[config.mk]
export PLATFORM = sky130hd
export DESIGN_NAME = bilateral_mul_sched_flat
export DESIGN_NICKNAME = d
export VERILOG_FILES = /design/src/rtl/bilateral_mul_sched_pkg.sv /design/src/rtl/bilateral_mul_sched_if.sv /design/src/rtl/bilateral_mul_sched_mul_lane_sum.sv /design/src/rtl/bilateral_mul_sched.sv /design/src/flat_wrapper.sv
export SDC_FILE = /design/constraint.sdc
export NUM_CORES = 1
export LEC_CHECK = 0
export CORE_MARGIN = 2
export CORE_UTILIZATION = 25
export CTS_BUF_LIST = sky130_fd_sc_hd__clkbuf_4
export DETAILED_ROUTE_END_ITERATION = 10
export DONT_BUFFER_PORTS = 1
export GPL_TIMING_DRIVEN = 0
export PLACE_DENSITY_LB_ADDON = 0.2
export SLEW_MARGIN = 20
export SYNTH_ARGS = -nofsm -noshare
export SYNTH_HDL_FRONTEND = slang
export SYNTH_SLANG_ARGS = --single-unit
[constraint.sdc]
create_clock -name clk -period 6.77 [get_ports clk]
set_clock_uncertainty 0.05 [all_clocks]
set_input_delay 1.354 -clock clk [delete_from_list [all_inputs] [get_ports clk]]
set_output_delay 1.354 -clock clk [all_outputs]
set_load 0.1 [all_outputs]
[src/rtl/bilateral_mul_sched_pkg.sv]
// Shared constants and types for the bilateral filter weight scheduler.
// Lane-sum width is derived here so adder trees and accumulators agree.
package bilateral_mul_sched_pkg;

    localparam int TAPS   = 121;
    localparam int LANES  = 11;
    localparam int GROUPS = TAPS / LANES;
    localparam int P_W    = 21;
    localparam int ACC_W  = 28;
    localparam int CNT_W  = 16;
    localparam int GRP_W  = 4;

    function automatic int lane_sum_width(input int p_w, input int lanes);
        return p_w + $clog2(lanes);
    endfunction

    localparam int LS_W = lane_sum_width(P_W, LANES);

    typedef enum logic [1:0] {
        IDLE = 2'd0,
        RUN  = 2'd1,
        DONE = 2'd2
    } state_e;

endpackage

[src/rtl/bilateral_mul_sched_if.sv]
// Handshake and bank-facing signal bundle of the weight scheduler.
// master = scheduler side, slave = window buffer / bank / divider side.
interface bilateral_mul_sched_if #(
    parameter int CNT_W = bilateral_mul_sched_pkg::CNT_W
);
    import bilateral_mul_sched_pkg::*;

    logic                   win_valid;
    logic                   win_ready;
    logic                   mul_en;
    logic [GRP_W-1:0]       grp_idx;
    logic [LANES*P_W-1:0]   prod_in;
    logic                   wsum_valid;
    logic [ACC_W-1:0]       wsum;
    logic                   wsum_ready;
    logic                   busy;
    logic [CNT_W-1:0]       win_cnt;

    modport master (
        input  win_valid, prod_in, wsum_ready,
        output win_ready, mul_en, grp_idx, wsum_valid, wsum, busy, win_cnt
    );

    modport slave (
        output win_valid, prod_in, wsum_ready,
        input  win_ready, mul_en, grp_idx, wsum_valid, wsum, busy, win_cnt
    );

endinterface

[src/rtl/bilateral_mul_sched_mul_lane_sum.sv]
// Reduces LANES unsigned products to one zero-extended lane sum.
// Purely combinational, zero latency; no flow control.
module mul_lane_sum
    import bilateral_mul_sched_pkg::*;
#(
    parameter int N_LANES = LANES,
    parameter int PW      = P_W,
    parameter int SW      = LS_W
) (
    input  logic [N_LANES*PW-1:0] prod_i,
    output logic [SW-1:0]         sum_o
);

    always_comb begin
        sum_o = '0;
        for (int i = 0; i < N_LANES; i++) begin
            sum_o = sum_o + SW'(prod_i[i*PW +: PW]);
        end
    end

endmodule

[src/rtl/bilateral_mul_sched.sv]
// Steps the g x h multiplier bank through all tap groups and sums the products.
// Latency: window accept -> wsum_valid is GROUPS+1 cycles; holds wsum until wsum_ready.
module bilateral_mul_sched
    import bilateral_mul_sched_pkg::*;
#(
    parameter int CNT_W = bilateral_mul_sched_pkg::CNT_W
) (
    input  logic                  clk,
    input  logic                  rst_n,
    bilateral_mul_sched_if.master bus
);

    state_e             state_q, state_d;
    logic [GRP_W-1:0]   grp_q, grp_d;
    logic [ACC_W-1:0]   acc_q, acc_d;
    logic [ACC_W-1:0]   wsum_q, wsum_d;
    logic               wsum_vld_q, wsum_vld_d;
    logic [CNT_W-1:0]   cnt_q, cnt_d;
    logic               mul_en_q, mul_en_d;
    logic               win_rdy;
    logic [LS_W-1:0]    lane_sum;
    logic [ACC_W-1:0]   acc_plus;

    mul_lane_sum #(
        .N_LANES (LANES),
        .PW      (P_W),
        .SW      (LS_W)
    ) u_lane_sum (
        .prod_i (bus.prod_in),
        .sum_o  (lane_sum)
    );

    assign acc_plus = acc_q + ACC_W'(lane_sum);

    always_comb begin
        state_d    = state_q;
        grp_d      = grp_q;
        acc_d      = acc_q;
        wsum_d     = wsum_q;
        wsum_vld_d = wsum_vld_q;
        cnt_d      = cnt_q;
        win_rdy    = 1'b0;

        unique case (state_q)
            IDLE: begin
                win_rdy = 1'b1;
                if (bus.win_valid) begin
                    acc_d   = '0;
                    grp_d   = '0;
                    state_d = RUN;
                end
            end
            RUN: begin
                acc_d = acc_plus;
                grp_d = grp_q + GRP_W'(1);
                if (grp_q == GRP_W'(GROUPS - 1)) begin
                    wsum_d     = acc_plus;
                    wsum_vld_d = 1'b1;
                    grp_d      = '0;
                    state_d    = DONE;
                end
            end
            DONE: begin
                // Next window may only start in the same cycle the sum leaves.
                win_rdy = bus.wsum_ready;
                if (bus.wsum_ready) begin
                    cnt_d      = cnt_q + CNT_W'(1);
                    wsum_vld_d = 1'b0;
                    if (bus.win_valid) begin
                        acc_d   = '0;
                        grp_d   = '0;
                        state_d = RUN;
                    end else begin
                        state_d = IDLE;
                    end
                end
            end
            default: state_d = IDLE;
        endcase

        mul_en_d = (state_d == RUN);
    end

    always_ff @(posedge clk or negedge rst_n) begin
        if (!rst_n) begin
            state_q    <= IDLE;
            grp_q      <= '0;
            acc_q      <= '0;
            wsum_q     <= '0;
            wsum_vld_q <= 1'b0;
            cnt_q      <= '0;
            mul_en_q   <= 1'b0;
        end else begin
            state_q    <= state_d;
            grp_q      <= grp_d;
            acc_q      <= acc_d;
            wsum_q     <= wsum_d;
            wsum_vld_q <= wsum_vld_d;
            cnt_q      <= cnt_d;
            mul_en_q   <= mul_en_d;
        end
    end

    assign bus.win_ready  = win_rdy;
    assign bus.mul_en     = mul_en_q;
    assign bus.grp_idx    = grp_q;
    assign bus.wsum_valid = wsum_vld_q;
    assign bus.wsum       = wsum_q;
    assign bus.busy       = (state_q != IDLE);
    assign bus.win_cnt    = cnt_q;

endmodule

[src/flat_wrapper.sv]
// flat-port wrapper written by rule: the top's interface ports become plain ports
module bilateral_mul_sched_flat import bilateral_mul_sched_pkg::*;
#(
    parameter int CNT_W = bilateral_mul_sched_pkg::CNT_W
)
  (clk, rst_n, bus_win_valid, bus_prod_in, bus_wsum_ready, bus_win_ready, bus_mul_en, bus_grp_idx, bus_wsum_valid, bus_wsum, bus_busy, bus_win_cnt);
  bilateral_mul_sched_if #(.CNT_W(CNT_W)) bus_i ();
  input  logic clk;
  input  logic rst_n;
  input wire logic [$bits(bus_i.win_valid)-1:0] bus_win_valid;
  input wire logic [$bits(bus_i.prod_in)-1:0] bus_prod_in;
  input wire logic [$bits(bus_i.wsum_ready)-1:0] bus_wsum_ready;
  output wire logic [$bits(bus_i.win_ready)-1:0] bus_win_ready;
  output wire logic [$bits(bus_i.mul_en)-1:0] bus_mul_en;
  output wire logic [$bits(bus_i.grp_idx)-1:0] bus_grp_idx;
  output wire logic [$bits(bus_i.wsum_valid)-1:0] bus_wsum_valid;
  output wire logic [$bits(bus_i.wsum)-1:0] bus_wsum;
  output wire logic [$bits(bus_i.busy)-1:0] bus_busy;
  output wire logic [$bits(bus_i.win_cnt)-1:0] bus_win_cnt;
  assign bus_i.win_valid = bus_win_valid;
  assign bus_i.prod_in = bus_prod_in;
  assign bus_i.wsum_ready = bus_wsum_ready;
  assign bus_win_ready = bus_i.win_ready;
  assign bus_mul_en = bus_i.mul_en;
  assign bus_grp_idx = bus_i.grp_idx;
  assign bus_wsum_valid = bus_i.wsum_valid;
  assign bus_wsum = bus_i.wsum;
  assign bus_busy = bus_i.busy;
  assign bus_win_cnt = bus_i.win_cnt;
  bilateral_mul_sched #(.CNT_W(CNT_W)) u_core (.clk(clk), .rst_n(rst_n), .bus(bus_i));
endmodule
After elaboration in Yosys (flattened, before gate mapping)
Cells that the tools add are included.

Add/sub/neg operators: 13. Muxes and demuxes: 16. Equal/unequal tests: 6. Reductions and logical operators: 8.

Operator list (count): 25-bit by 21-bit adder with 25-bit output (6); 28-bit one-hot mux with 3 select lines (1); 28-bit two-way mux (2); 28-bit by 25-bit adder with 28-bit output (1); 24-bit by 21-bit adder with 25-bit output (1); 23-bit by 21-bit adder with 24-bit output (1); 22-bit by 21-bit adder with 23-bit output (1); 21-bit by 21-bit adder with 22-bit output (1); 16-bit by 1-bit adder with 16-bit output, second input constant (1); 4-bit two-way mux (3); 4-bit one-hot mux with 3 select lines (1); 2-bit two-way mux (3); 2-bit one-hot mux with 3 select lines (1); 2-bit AND reduction (3); 4-bit by 1-bit adder with 4-bit output, second input constant (1); 2-bit by 1-bit == test with 1-bit output, second input constant (2); 4-bit == test, second input constant (1); 1-bit one-hot mux with 2 select lines (2); 2-bit nonzero test (2); 1-bit two-way mux (3); 3-bit AND reduction (1); 3-bit nonzero test (1); 2-bit == test, second input constant (1); 2-bit zero test (1); 2 further kinds (2).

Word-level logic and storage cells: 50. Register bits after elaboration: 80. Output and inout port bits: 52. Bits of input ports: 235.

Logic depth before layout (Yosys ltp)
Word-level depth: 12. Mapped depth: 20.

Modules after synthesis
Synthesis repeated with hierarchy kept, for this count alone.

Cells, all modules: 1155. Area, all modules: 10971.8 um^2.

Modules (own cells, without submodules): mul_lane_sum (area an instance 6389.9 um^2, instances 1, cells each 687); bilateral_mul_sched (area an instance 4581.9 um^2, instances 1, cells each 468).

Least setup slack after synthesis
No wires, ideal clock.

Path type: input to register. Start: input port bus_prod_in[128]. End: register u_core.wsum_q[18], in the netlist u_core.bus.wsum[18]. Setup slack: 566 ps. Cell stages on the path: 18. Arrival: 6029 ps. Buffers on the path: 0. Cells stage by stage: fa_1 -> inv_1 -> fa_1 -> inv_1 -> fa_1 -> fa_1 -> inv_1 -> fa_1 -> inv_1 -> ha_1 -> fa_1 -> a21o_1 -> a221oi_2 -> a2111o_1 -> nand2b_1 -> a21o_1 -> xnor2_1 -> mux2_2.

Longest elaborated chain between the ends: 6.

Ends and longest elaborated chain: start, declared (line flat_wrapper.sv:11) `input wire logic [$bits(bus_i.prod_in)-1:0] bus_prod_in;`; 25-bit by 21-bit adder with 25-bit output (5 in series) (line bilateral_mul_sched_mul_lane_sum.sv:17) `sum_o = sum_o + SW'(prod_i[i*PW +: PW]);`; 28-bit by 25-bit adder with 28-bit output (line bilateral_mul_sched.sv:33) `assign acc_plus = acc_q + ACC_W'(lane_sum);`; end signal, assigned (line bilateral_mul_sched.sv:97) `wsum_q <= wsum_d;`; end, declared (line bilateral_mul_sched.sv:16) `logic [ACC_W-1:0] wsum_q, wsum_d;`.

Every way passes these cells. A chain may end at the register's enable or synchronous reset.

Final worst setup path
Start: input port bus_prod_in[128]. End: register u_core.wsum_q[24], in the netlist u_core.bus.wsum[24].

Same word-level chain as after synthesis.

==> impl_metrics.csv <==
group,metric,value,unit
drt,drc,0,
clock_network,clkLatencyLatePin,0.49,ns
synth,synth_area,0.00985,sq mm
synth,synth_common_cells,"307 x inv_1, 208 x fa_1, 89 x nand2_1",
grt,grt_max_degree,81,
setup_path,worst-path-max-fanout,5,
finish,layout-drive-gt1-share,0.0353,
grt,antenna_found_initial,1,
drt,vias,6210,
grt,gr-total-overflow,0,
floorplan,die_y,203,um
clock_network,cts_made_buffers,9,
placement,gp_congestion,0.806,
synth,synth_enable_flop_cells,0,
synth,postSynthAreaPerCell,10.1,sq um
synth,syn_inst,976,
finish,fillers,4131,
timing,rsz0062_at_grt,"no",
clock_network,numClockSinks,80,
synth,synth_area_leaders,"fa_1 42%, dfrtp_1 20%, inv_1 12%",
placement,place_inst,1494,
setup_path,cp.arrival,6.54,ns
floorplan,top_level_ports,287,
run,cap_violations,0,
timing,final-hold-violation-count,0,
clock_network,post_cts_buffers,0,
outcome,status,"finished, final reports clean",
clock_network,cts_resized,0,
finish,seqCellArea,0.00200,sq mm
clock_network,cts_hold_buf,0,
drt,antenna_left,0,
floorplan,die_area,0.0410,sq mm
drt,drtIter0Drc,212,
drt,viasPerCell,4.11,
timing,fin_crit,6.21,ns
grt,grt_pass1_vias,7076,
timing,fmax,0.161,GHz
floorplan,die_x,203,um
finish,finalNonFillerCells,1511,
synth,async_flop_share,1.00,
floorplan,start_util,0.254,
setup_path,worstSetupPathType,"input port to flop",
synth,ys_types,52,
setup_path,crit_path_end_kind,"flop",
synth,synth-main-ff-cell,"dfrtp_1",
timing,whs,0.473,ns
placement,port_buffers,0,
clock_network,clockBufferDepth,2,
finish,final_net_count,1469,
clock_network,cts_tree,"built",
floorplan,row_count,72,
drt,wl_per_cell,15.6,um
clock_network,root_buffer,"clkbuf_4",
hold_path,min-delay-path-class,"input port to asynchronous set/reset pin",
drt,drt_first_pass_iters,4,
finish,multi_input_area,0.00664,sq mm
timing,setup_viol,0,
placement,hpwlAfterDp,20.6,mm
setup_path,critPathLaunchType,"input port",
synth,yosysWarnings,0,
timing,slew_headroom,0.300,
setup_path,critPathRequiredTime,7.09,ns
synth,synth_seq_cells,80,
clock_network,cts_max_level,3,
floorplan,core_region_area,0.0387,sq mm
synth,syn_nets,1458,
timing,worstMarginPinSlew,1.05,ns
grt,track_usage,0.121,
drt,wirelength,23.6,mm
synth,synth.most_common_cell,"inv_1",
synth,synth_seq_area_share,0.203,
timing,fin_crit_sh,0.917,
synth,yosysTopAreaCell,"fa_1",
timing,maxSlewViolCount,0,
grt,grt_pass1_wl,38.7,mm
clock_network,path_clk_slew,0.17,ns
synth,synth_top_area_share,0.423,
finish,syn_to_final_growth,8.27,%
critical path, cell delays in order:
cell and delay, ns:
fa_1 0.55, inv_1 0.06, fa_1 0.50, inv_1 0.06
fa_1 0.49, fa_1 0.50, inv_1 0.05, fa_1 0.48
inv_1 0.04, ha_1 0.20, fa_1 0.47, a21o_1 0.21
a221oi_2 0.50, o21ai_1 0.28, a41oi_1 0.32, xnor2_1 0.17
mux2_2 0.30
area by class of cell:
| cell class | count | area share |
|---|---|---|
| Antenna cell | 1 | 0.000235 |
| Inverter | 307 | 0.108 |
| Clock buffer | 9 | 0.00634 |
| Multi-Input combinational cell | 571 | 0.622 |
| Sequential cell | 80 | 0.188 |
| Clock inverter | 7 | 0.00798 |
| Tap cell | 518 | 0.0608 |
| Buffer | 18 | 0.00657 |
path summary, 6_finish.rpt:
kind                                     endpoint  cells past startpoint        startpoint  slack (ns)
min                        u_core.bus.win_cnt[11]                      0             rst_n        0.47
max in group asynchronous     u_core.bus.wsum[24]                      0             rst_n        6.04
max reg2reg                   u_core.bus.wsum[24]                     14   u_core.acc_q[2]        1.60
min reg2reg                      u_core.acc_q[23]                      1  u_core.acc_q[23]        0.47
min in group clk                 u_core.acc_q[23]                      1  u_core.acc_q[23]        0.47
max                           u_core.bus.wsum[24]                     17  bus_prod_in[128]        0.56
stage by stage:
| step | TNS (ns) | setup WS (ns) | util | instance area, sq um |
|---|---|---|---|---|
| after floorplan | 0 | 0.566 | - | 9850 |
| after global placement | -0.0000893 | -0.0000893 | 0.271 | 10500 |
| after detailed placement | 0 | 0.0588 | 0.271 | 10500 |
| after CTS | 0 | 0.555 | 0.275 | 10700 |
| after global routing | 0 | 0.362 | 0.275 | 10700 |
| final | 0 | 0.559 | 0.275 | 10700 |
cell usage in the layout (no fill, tap or decap), types with 5 or more instances in the layout:
| cell | netlist | layout |
|---|---|---|
| inv_1 | 307 | 307 |
| fa_1 | 208 | 208 |
| nand2_1 | 89 | 89 |
| dfrtp_1 | 80 | 80 |
| ha_1 | 39 | 39 |
| a21oi_1 | 29 | 28 |
| xnor2_1 | 27 | 27 |
| nor2_1 | 24 | 24 |
| a22o_1 | 24 | 24 |
| o21ai_0 | 16 | 16 |
| clkbuf_1 | 15 | 15 |
| nand3_1 | 13 | 13 |
| nand4_1 | 11 | 11 |
| xor2_1 | 11 | 11 |
| o21ai_1 | 9 | 9 |
| mux2_2 | 9 | 9 |
| clkbuf_4 | 0 | 9 |
| a21o_1 | 8 | 8 |
| and3_1 | 5 | 5 |
kinds of logic (layout without fill, tap and decap cells):
| kind of cell | after synthesis | count (layout) | share of synthesized area |
|---|---|---|---|
| buffers and inverters | 325 | 341 | 0.124 |
| other | 0 | 1 | 0 |
| flip-flops | 80 | 80 | 0.203 |
| adder cells (fa/ha/maj) | 247 | 247 | 0.472 |
| XOR/XNOR | 38 | 38 | 0.0338 |
| multiplexers | 9 | 9 | 0.0103 |
| AND/OR/NAND/NOR | 160 | 160 | 0.0715 |
| AO/OA/AOI/OAI | 117 | 117 | 0.0848 |
registers in the layout, indices dropped and copies added (netlist names):
register and flops:
u_core.bus.wsum_valid 1, u_core.bus.win_cnt 16, u_core.bus.wsum 28, u_core.acc_q 28, u_core.bus.grp_idx 4, u_core.state_q 2
u_core.bus.mul_en 1
per-layer routing:
layer  vias up  wire [um]  global-route usage
met1      3083      10000               0.153
met5         -          0                   0
met2       197      11700               0.209
met4         0        214              0.0258
li1       2919          -                   -
met3        11       1690              0.0297
Power is left out: the tool's default activity adds up to more than one toggle a clock period on the data nets, which glitch-free logic cannot reach.
